File: config.mk
export PLATFORM = sky130hd
export DESIGN_NAME = ppg_window_extractor
export DESIGN_NICKNAME = d
export VERILOG_FILES = /design/src/rtl/ppg_window_extractor.sv
export SDC_FILE = /design/constraint.sdc
export NUM_CORES = 1
export LEC_CHECK = 0
export BUFFER_PORTS_ARGS = -buffer_cell sky130_fd_sc_hd__buf_2
export CORE_ASPECT_RATIO = 0.7
export CORE_MARGIN = 1.5
export CORE_UTILIZATION = 36
export DETAILED_ROUTE_END_ITERATION = 8
export PLACE_DENSITY = 0.63
export SLEW_MARGIN = 20
export SYNTH_ARGS = -nofsm -noshare
export SYNTH_HDL_FRONTEND = slang
export SYNTH_SLANG_ARGS = --single-unit
File: constraint.sdc
create_clock -name CLK -period 5 [get_ports CLK]
set_input_delay 1 -clock CLK [delete_from_list [all_inputs] [get_ports CLK]]
set_output_delay 1 -clock CLK [all_outputs]
set_load 0.03 [all_outputs]
File: src/rtl/ppg_window_extractor.sv
`default_nettype none
// ============================================================================
//  Module   : ppg_window_extractor
//  Purpose  : Per-window min/max tracking of RED and IR PPG samples. Once per
//             window of WIN_LEN accepted samples it reports the AC amplitude
//             (max-min), the DC level ((max+min)>>1) and a clip flag for
//             each channel.
//  Options  : PPG_SMOOTH_EN - 4-tap box filter ahead of the trackers with
//             a 3-sample warm-up after each IDLE->ACQ entry.
//  Revision : 1.0  initial release
// ============================================================================
module ppg_window_extractor #(
  parameter int WIN_LEN = 200,
  parameter int CNT_W   = 8
) (
  input  logic       CLK,
  input  logic       rst_n,
  input  logic       enable,
  input  logic       sample_valid,
  input  logic [7:0] red_sample,
  input  logic [7:0] ir_sample,
  output logic [7:0] red_ac,
  output logic [7:0] red_dc,
  output logic [7:0] ir_ac,
  output logic [7:0] ir_dc,
  output logic [1:0] clip,
  output logic       result_valid,
  output logic       busy
);

  typedef enum logic [0:0] {
    ST_IDLE = 1'b0,
    ST_ACQ  = 1'b1
  } state_t;

  localparam logic [CNT_W-1:0] LAST_CNT = CNT_W'(WIN_LEN - 1);

  state_t           state_q;
  logic [CNT_W-1:0] cnt_q;
  logic [7:0]       red_min_q, red_max_q, ir_min_q, ir_max_q;
  logic             red_clip_q, ir_clip_q;
  logic [7:0]       red_ac_q, red_dc_q, ir_ac_q, ir_dc_q;
  logic [1:0]       clip_q;
  logic             result_valid_q;

  logic             accept;
  logic             track_en;
  logic [7:0]       red_s, ir_s;
  logic [7:0]       red_min_d, red_max_d, ir_min_d, ir_max_d;
  logic             red_clip_d, ir_clip_d;
  logic [8:0]       red_sum_d, ir_sum_d;
  logic             win_end;

  // A pair is taken only while acquiring and still enabled; the pair that
  // coincides with enable falling is dropped.
  assign accept = (state_q == ST_ACQ) && enable && sample_valid;

`ifdef PPG_SMOOTH_EN
  logic [7:0] red_h1_q, red_h2_q, red_h3_q;
  logic [7:0] ir_h1_q, ir_h2_q, ir_h3_q;
  logic [1:0] warm_q;
  logic [9:0] red_fsum, ir_fsum;

  assign red_fsum = {2'b00, red_sample} + {2'b00, red_h1_q} + {2'b00, red_h2_q} + {2'b00, red_h3_q};
  assign ir_fsum  = {2'b00, ir_sample} + {2'b00, ir_h1_q} + {2'b00, ir_h2_q} + {2'b00, ir_h3_q};
  assign red_s    = 8'(red_fsum >> 2);
  assign ir_s     = 8'(ir_fsum >> 2);
  // Only filtered outputs with a full 4-sample history are counted.
  assign track_en = accept && (warm_q == 2'd3);

  // Filter history: cleared while idle, shifted on every accepted pair.
  always_ff @(posedge CLK or negedge rst_n) begin
    if (!rst_n) begin
      red_h1_q <= '0; red_h2_q <= '0; red_h3_q <= '0;
      ir_h1_q  <= '0; ir_h2_q  <= '0; ir_h3_q  <= '0;
      warm_q   <= '0;
    end else if (state_q == ST_IDLE) begin
      red_h1_q <= '0; red_h2_q <= '0; red_h3_q <= '0;
      ir_h1_q  <= '0; ir_h2_q  <= '0; ir_h3_q  <= '0;
      warm_q   <= '0;
    end else if (accept) begin
      red_h1_q <= red_sample; red_h2_q <= red_h1_q; red_h3_q <= red_h2_q;
      ir_h1_q  <= ir_sample;  ir_h2_q  <= ir_h1_q;  ir_h3_q  <= ir_h2_q;
      if (warm_q != 2'd3) warm_q <= warm_q + 2'd1;
    end
  end
`else
  assign red_s    = red_sample;
  assign ir_s     = ir_sample;
  assign track_en = accept;
`endif

  // Tracker next-state including the current sample; clip looks at raw data.
  always_comb begin
    red_min_d  = (red_s < red_min_q) ? red_s : red_min_q;
    red_max_d  = (red_s > red_max_q) ? red_s : red_max_q;
    ir_min_d   = (ir_s < ir_min_q) ? ir_s : ir_min_q;
    ir_max_d   = (ir_s > ir_max_q) ? ir_s : ir_max_q;
    red_clip_d = red_clip_q | (red_sample == 8'd0) | (red_sample == 8'd255);
    ir_clip_d  = ir_clip_q | (ir_sample == 8'd0) | (ir_sample == 8'd255);
    red_sum_d  = {1'b0, red_max_d} + {1'b0, red_min_d};
    ir_sum_d   = {1'b0, ir_max_d} + {1'b0, ir_min_d};
    win_end    = track_en && (cnt_q == LAST_CNT);
  end

  // Control FSM with window trackers and registered result outputs.
  always_ff @(posedge CLK or negedge rst_n) begin
    if (!rst_n) begin
      state_q        <= ST_IDLE;
      cnt_q          <= '0;
      red_min_q      <= 8'hFF; red_max_q <= 8'h00;
      ir_min_q       <= 8'hFF; ir_max_q  <= 8'h00;
      red_clip_q     <= 1'b0;  ir_clip_q <= 1'b0;
      red_ac_q       <= '0; red_dc_q <= '0;
      ir_ac_q        <= '0; ir_dc_q  <= '0;
      clip_q         <= '0;
      result_valid_q <= 1'b0;
    end else begin
      result_valid_q <= 1'b0;
      case (state_q)
        ST_IDLE: begin
          if (enable) begin
            state_q    <= ST_ACQ;
            cnt_q      <= '0;
            red_min_q  <= 8'hFF; red_max_q <= 8'h00;
            ir_min_q   <= 8'hFF; ir_max_q  <= 8'h00;
            red_clip_q <= 1'b0;  ir_clip_q <= 1'b0;
          end
        end
        ST_ACQ: begin
          if (!enable) begin
            state_q <= ST_IDLE;
          end else if (win_end) begin
            // max >= min always holds, so the subtraction cannot wrap.
            red_ac_q       <= red_max_d - red_min_d;
            red_dc_q       <= red_sum_d[8:1];
            ir_ac_q        <= ir_max_d - ir_min_d;
            ir_dc_q        <= ir_sum_d[8:1];
            clip_q         <= {ir_clip_d, red_clip_d};
            result_valid_q <= 1'b1;
            cnt_q          <= '0;
            red_min_q      <= 8'hFF; red_max_q <= 8'h00;
            ir_min_q       <= 8'hFF; ir_max_q  <= 8'h00;
            red_clip_q     <= 1'b0;  ir_clip_q <= 1'b0;
          end else if (track_en) begin
            cnt_q      <= cnt_q + CNT_W'(1);
            red_min_q  <= red_min_d; red_max_q <= red_max_d;
            ir_min_q   <= ir_min_d;  ir_max_q  <= ir_max_d;
            red_clip_q <= red_clip_d;
            ir_clip_q  <= ir_clip_d;
          end
        end
        default: state_q <= ST_IDLE;
      endcase
    end
  end

  assign red_ac       = red_ac_q;
  assign red_dc       = red_dc_q;
  assign ir_ac        = ir_ac_q;
  assign ir_dc        = ir_dc_q;
  assign clip         = clip_q;
  assign result_valid = result_valid_q;
  assign busy         = (state_q == ST_ACQ);

endmodule
`default_nettype wire

==> results by group <==
Global route
  • Number of global-route vias before repair: roughly 4700
  • Largest net degree at the start of global routing: 60
  • Grt total ovfl: 0
  • First-pass GRT wire length: 25700 um
  • Initial antenna violation count: 0
  • Global Route Usage Sum: 0.188

Logic synthesis
  • Ys Warns: 0
  • Register area share after synthesis: 0.328
  • Most used DFF post-synth: dfrtp_1
  • Syn nets: 726
  • Post-synth EDFFs: 0
  • Synth async-reset ratio: 1.00
  • Mean Syn Cell Area: ~9.4 um^2
  • Yosys cell types: between 50 and 60
  • Post-Syn Area: 0.00601 mm^2
  • FF+latch count, synth: 78
  • Post-Syn Instances: 641

Setup path
  • Worst R2R Path Depth: 14
  • Critical path launch point type: input pin
  • CP max FO: 10
  • Arrival time at the worst endpoint: 4400 ps
  • CP Capture Type: register
  • Crit Path Category: in -> reg
  • R2R Setup Slk: 1010 ps
  • Critical R2R Launch: red_min_q[5]
  • Worst EP required: 5210 ps
  • Reg-to-Reg End: red_dc[7]

Layout
  • Util after Layout: 0.418
  • Most frequent cells in the layout: nand2_1, dfrtp_1, ha_1
  • Final net count: a little under 800
  • Layout cell share with drive strength beyond 1: 0.173
  • Area grow syn2layout: 13.5%
  • Most common cell after layout, fill and taps aside: nand2_1
  • Ant diodes: 0
  • Cell Count, Final, Fillers Out: 919

Drt
  • Drt first pass iters: 5
  • Via count: 4913
  • Routed Antenna Nets: 0
  • Detail-routed via count per cell: 5.35
  • M1 wire length: 8550 um
  • Final WL: between 15000 and 20000 um
  • WL/cell: 16.9 um
  • WL met3: 1190 um
  • Starting DRT DRC Count: 349
  • Post-route DRC: 0
  • Routed length on met2: 5720 um
  • Top layer in use: met4

Run
  • Max cap viols: 0

Hold path
  • Hold_sp: ir_ac[1]
  • WHS Path Cells: 2
  • Sink of the worst hold path: ir_ac[1]
  • Hold crit path type: reg -> reg

Timing
  • Max-slew violation total from the final report: 0
  • Final hold vios: 0
  • Slew Limit Headroom: 0.309
  • Worst slew pin tran: 1040 ps
  • Final Cycle Share: 0.838
  • Final setup violation count: 0
  • Max Clock Skew: 7.60 ps
  • Setup_tns: 0 ps
  • Fin crit period: 4190 ps
  • Setup repair after global routing missed its margin: false
  • Max Clk Rate: ~240 MHz

Die
  • Rows: 39
  • IO Count: 56
  • DIE HEIGHT: about 110 um
  • Core box area: 0.0163 mm^2
  • Die area: 0.0175 mm^2
  • Starting Density: 0.369
  • Die Wd: 157 um

Run status
  • Outcome: completed

Clock network
  • CTS tree: yes
  • CTS hold repair buffers: 0
  • Clk Latency, worst-skew pair: 340 ps
  • Clock sink count: 78
  • Post CTS Setup Buffer Count: 0
  • H-Tree Level Count: 3
  • CTS Buf Count: 9
  • Post-CTS sizing: 0
  • Root Driver: clkbuf_16
  • Clk pin slew, worst setup/hold paths: 60 ps
  • Clock Tree Buf Depth: 2

Placement
  • RePlAce Congestion: 0.880
  • Hpwl dp: 11700 um
  • IO buf count: 55
  • Placed insts: about 900

Power
  • Worst IR Drop VDD: 0.000143 V
  • Pwr per Cell Area: 306 mW/mm^2
  • Lkg Pwr: between 3 and 4 nW
  • Power, Total: 2.09 mW
==> how the worst max path moves through the flow <==
stage                             start   endpoint  slack (ps)  cells past startpoint
after detailed placement  red_sample[5]  red_dc[7]         470                     14
after global routing      red_sample[5]  red_dc[7]         550                     14
after floorplan           red_sample[4]  red_dc[7]         800                     13
final                     red_sample[5]  red_dc[7]         810                     14
after CTS                 red_sample[5]  red_dc[7]         840                     14
after global placement    red_sample[5]  red_dc[7]         520                     14
==> worst max-delay path, cell delays in order <==
cell and delay (ps):
buf_2 150, ha_1 340, a41o_1 220, a21oi_1 250, o21ai_4 180, a21oi_4 190, mux2_2 380, ha_1 230
fa_1 440, a211oi_2 260, o21bai_1 100, a21o_1 200, a2111oi_0 390, nor3_1 90
==> metrics by stage <==
stage	setup slack, ps	area [um^2]	hold WS [ps]
floorplan	795	6010	457
global placement	518	6490	457
detailed placement	472	6490	458
CTS	842	6820	473
global route	550	6820	489
finish	810	6820	469
==> sequential cells by signal, indices dropped and copies added (netlist names), 2 cells and up <==
name / cells
ir_min_q: 8
ir_ac: 8
clip: 2
red_max_q: 8
red_dc: 8
ir_dc: 8
cnt_q: 8
red_ac: 8
red_min_q: 8
ir_max_q: 8
==> Yosys cell counts (13+ instances only) <==
cell / number / share of area
inv_1: 57 / 0.036
o21ai_0: 41 / 0.034
a21o_1: 13 / 0.016
a22o_1: 19 / 0.028
a21oi_1: 25 / 0.021
o22ai_1: 16 / 0.017
mux2i_1: 44 / 0.073
and4_1: 15 / 0.022
dfstp_2: 16 / 0.070
nand2_1: 72 / 0.045
nor2_1: 14 / 0.0087
a211oi_1: 25 / 0.031
dfrtp_1: 62 / 0.26
ha_1: 61 / 0.13
==> cell type report <==
cell class                 count  area [um^2]
timing repair buffer          65          353
tap                          225          282
sequential                    78         1970
clock buffer                  10          239
multi-input combinational    477         3670
fill                        1654         9480
clock inverter                 6         85.1
inverter                      58          218
==> power by group <==
part	switching [mW]	leakage [nW]	internal, mW
Combinational	0.409	2.24	0.269
Sequential	0.0200	1.03	0.667
Clock	0.272	0.154	0.449
==> routing by layer <==
metal,global-route usage,vias up
li1,-,2428
met1,0.315,2300
met2,0.236,174
met3,0.0446,11
met4,0.0296,0
met5,0,-
==> cell families (layout without fill, tap and decap cells) <==
group / after synthesis / after routing / synth area share
xor+xnor: 16 / 16 / 0.0233
fa+ha+maj: 65 / 65 / 0.140
buf+inv: 86 / 139 / 0.0619
simple gates: 165 / 165 / 0.143
flops: 78 / 78 / 0.328
mux: 48 / 48 / 0.0808
compound gates: 183 / 183 / 0.223
No activity file was read; power rests on OpenSTA's default activity.
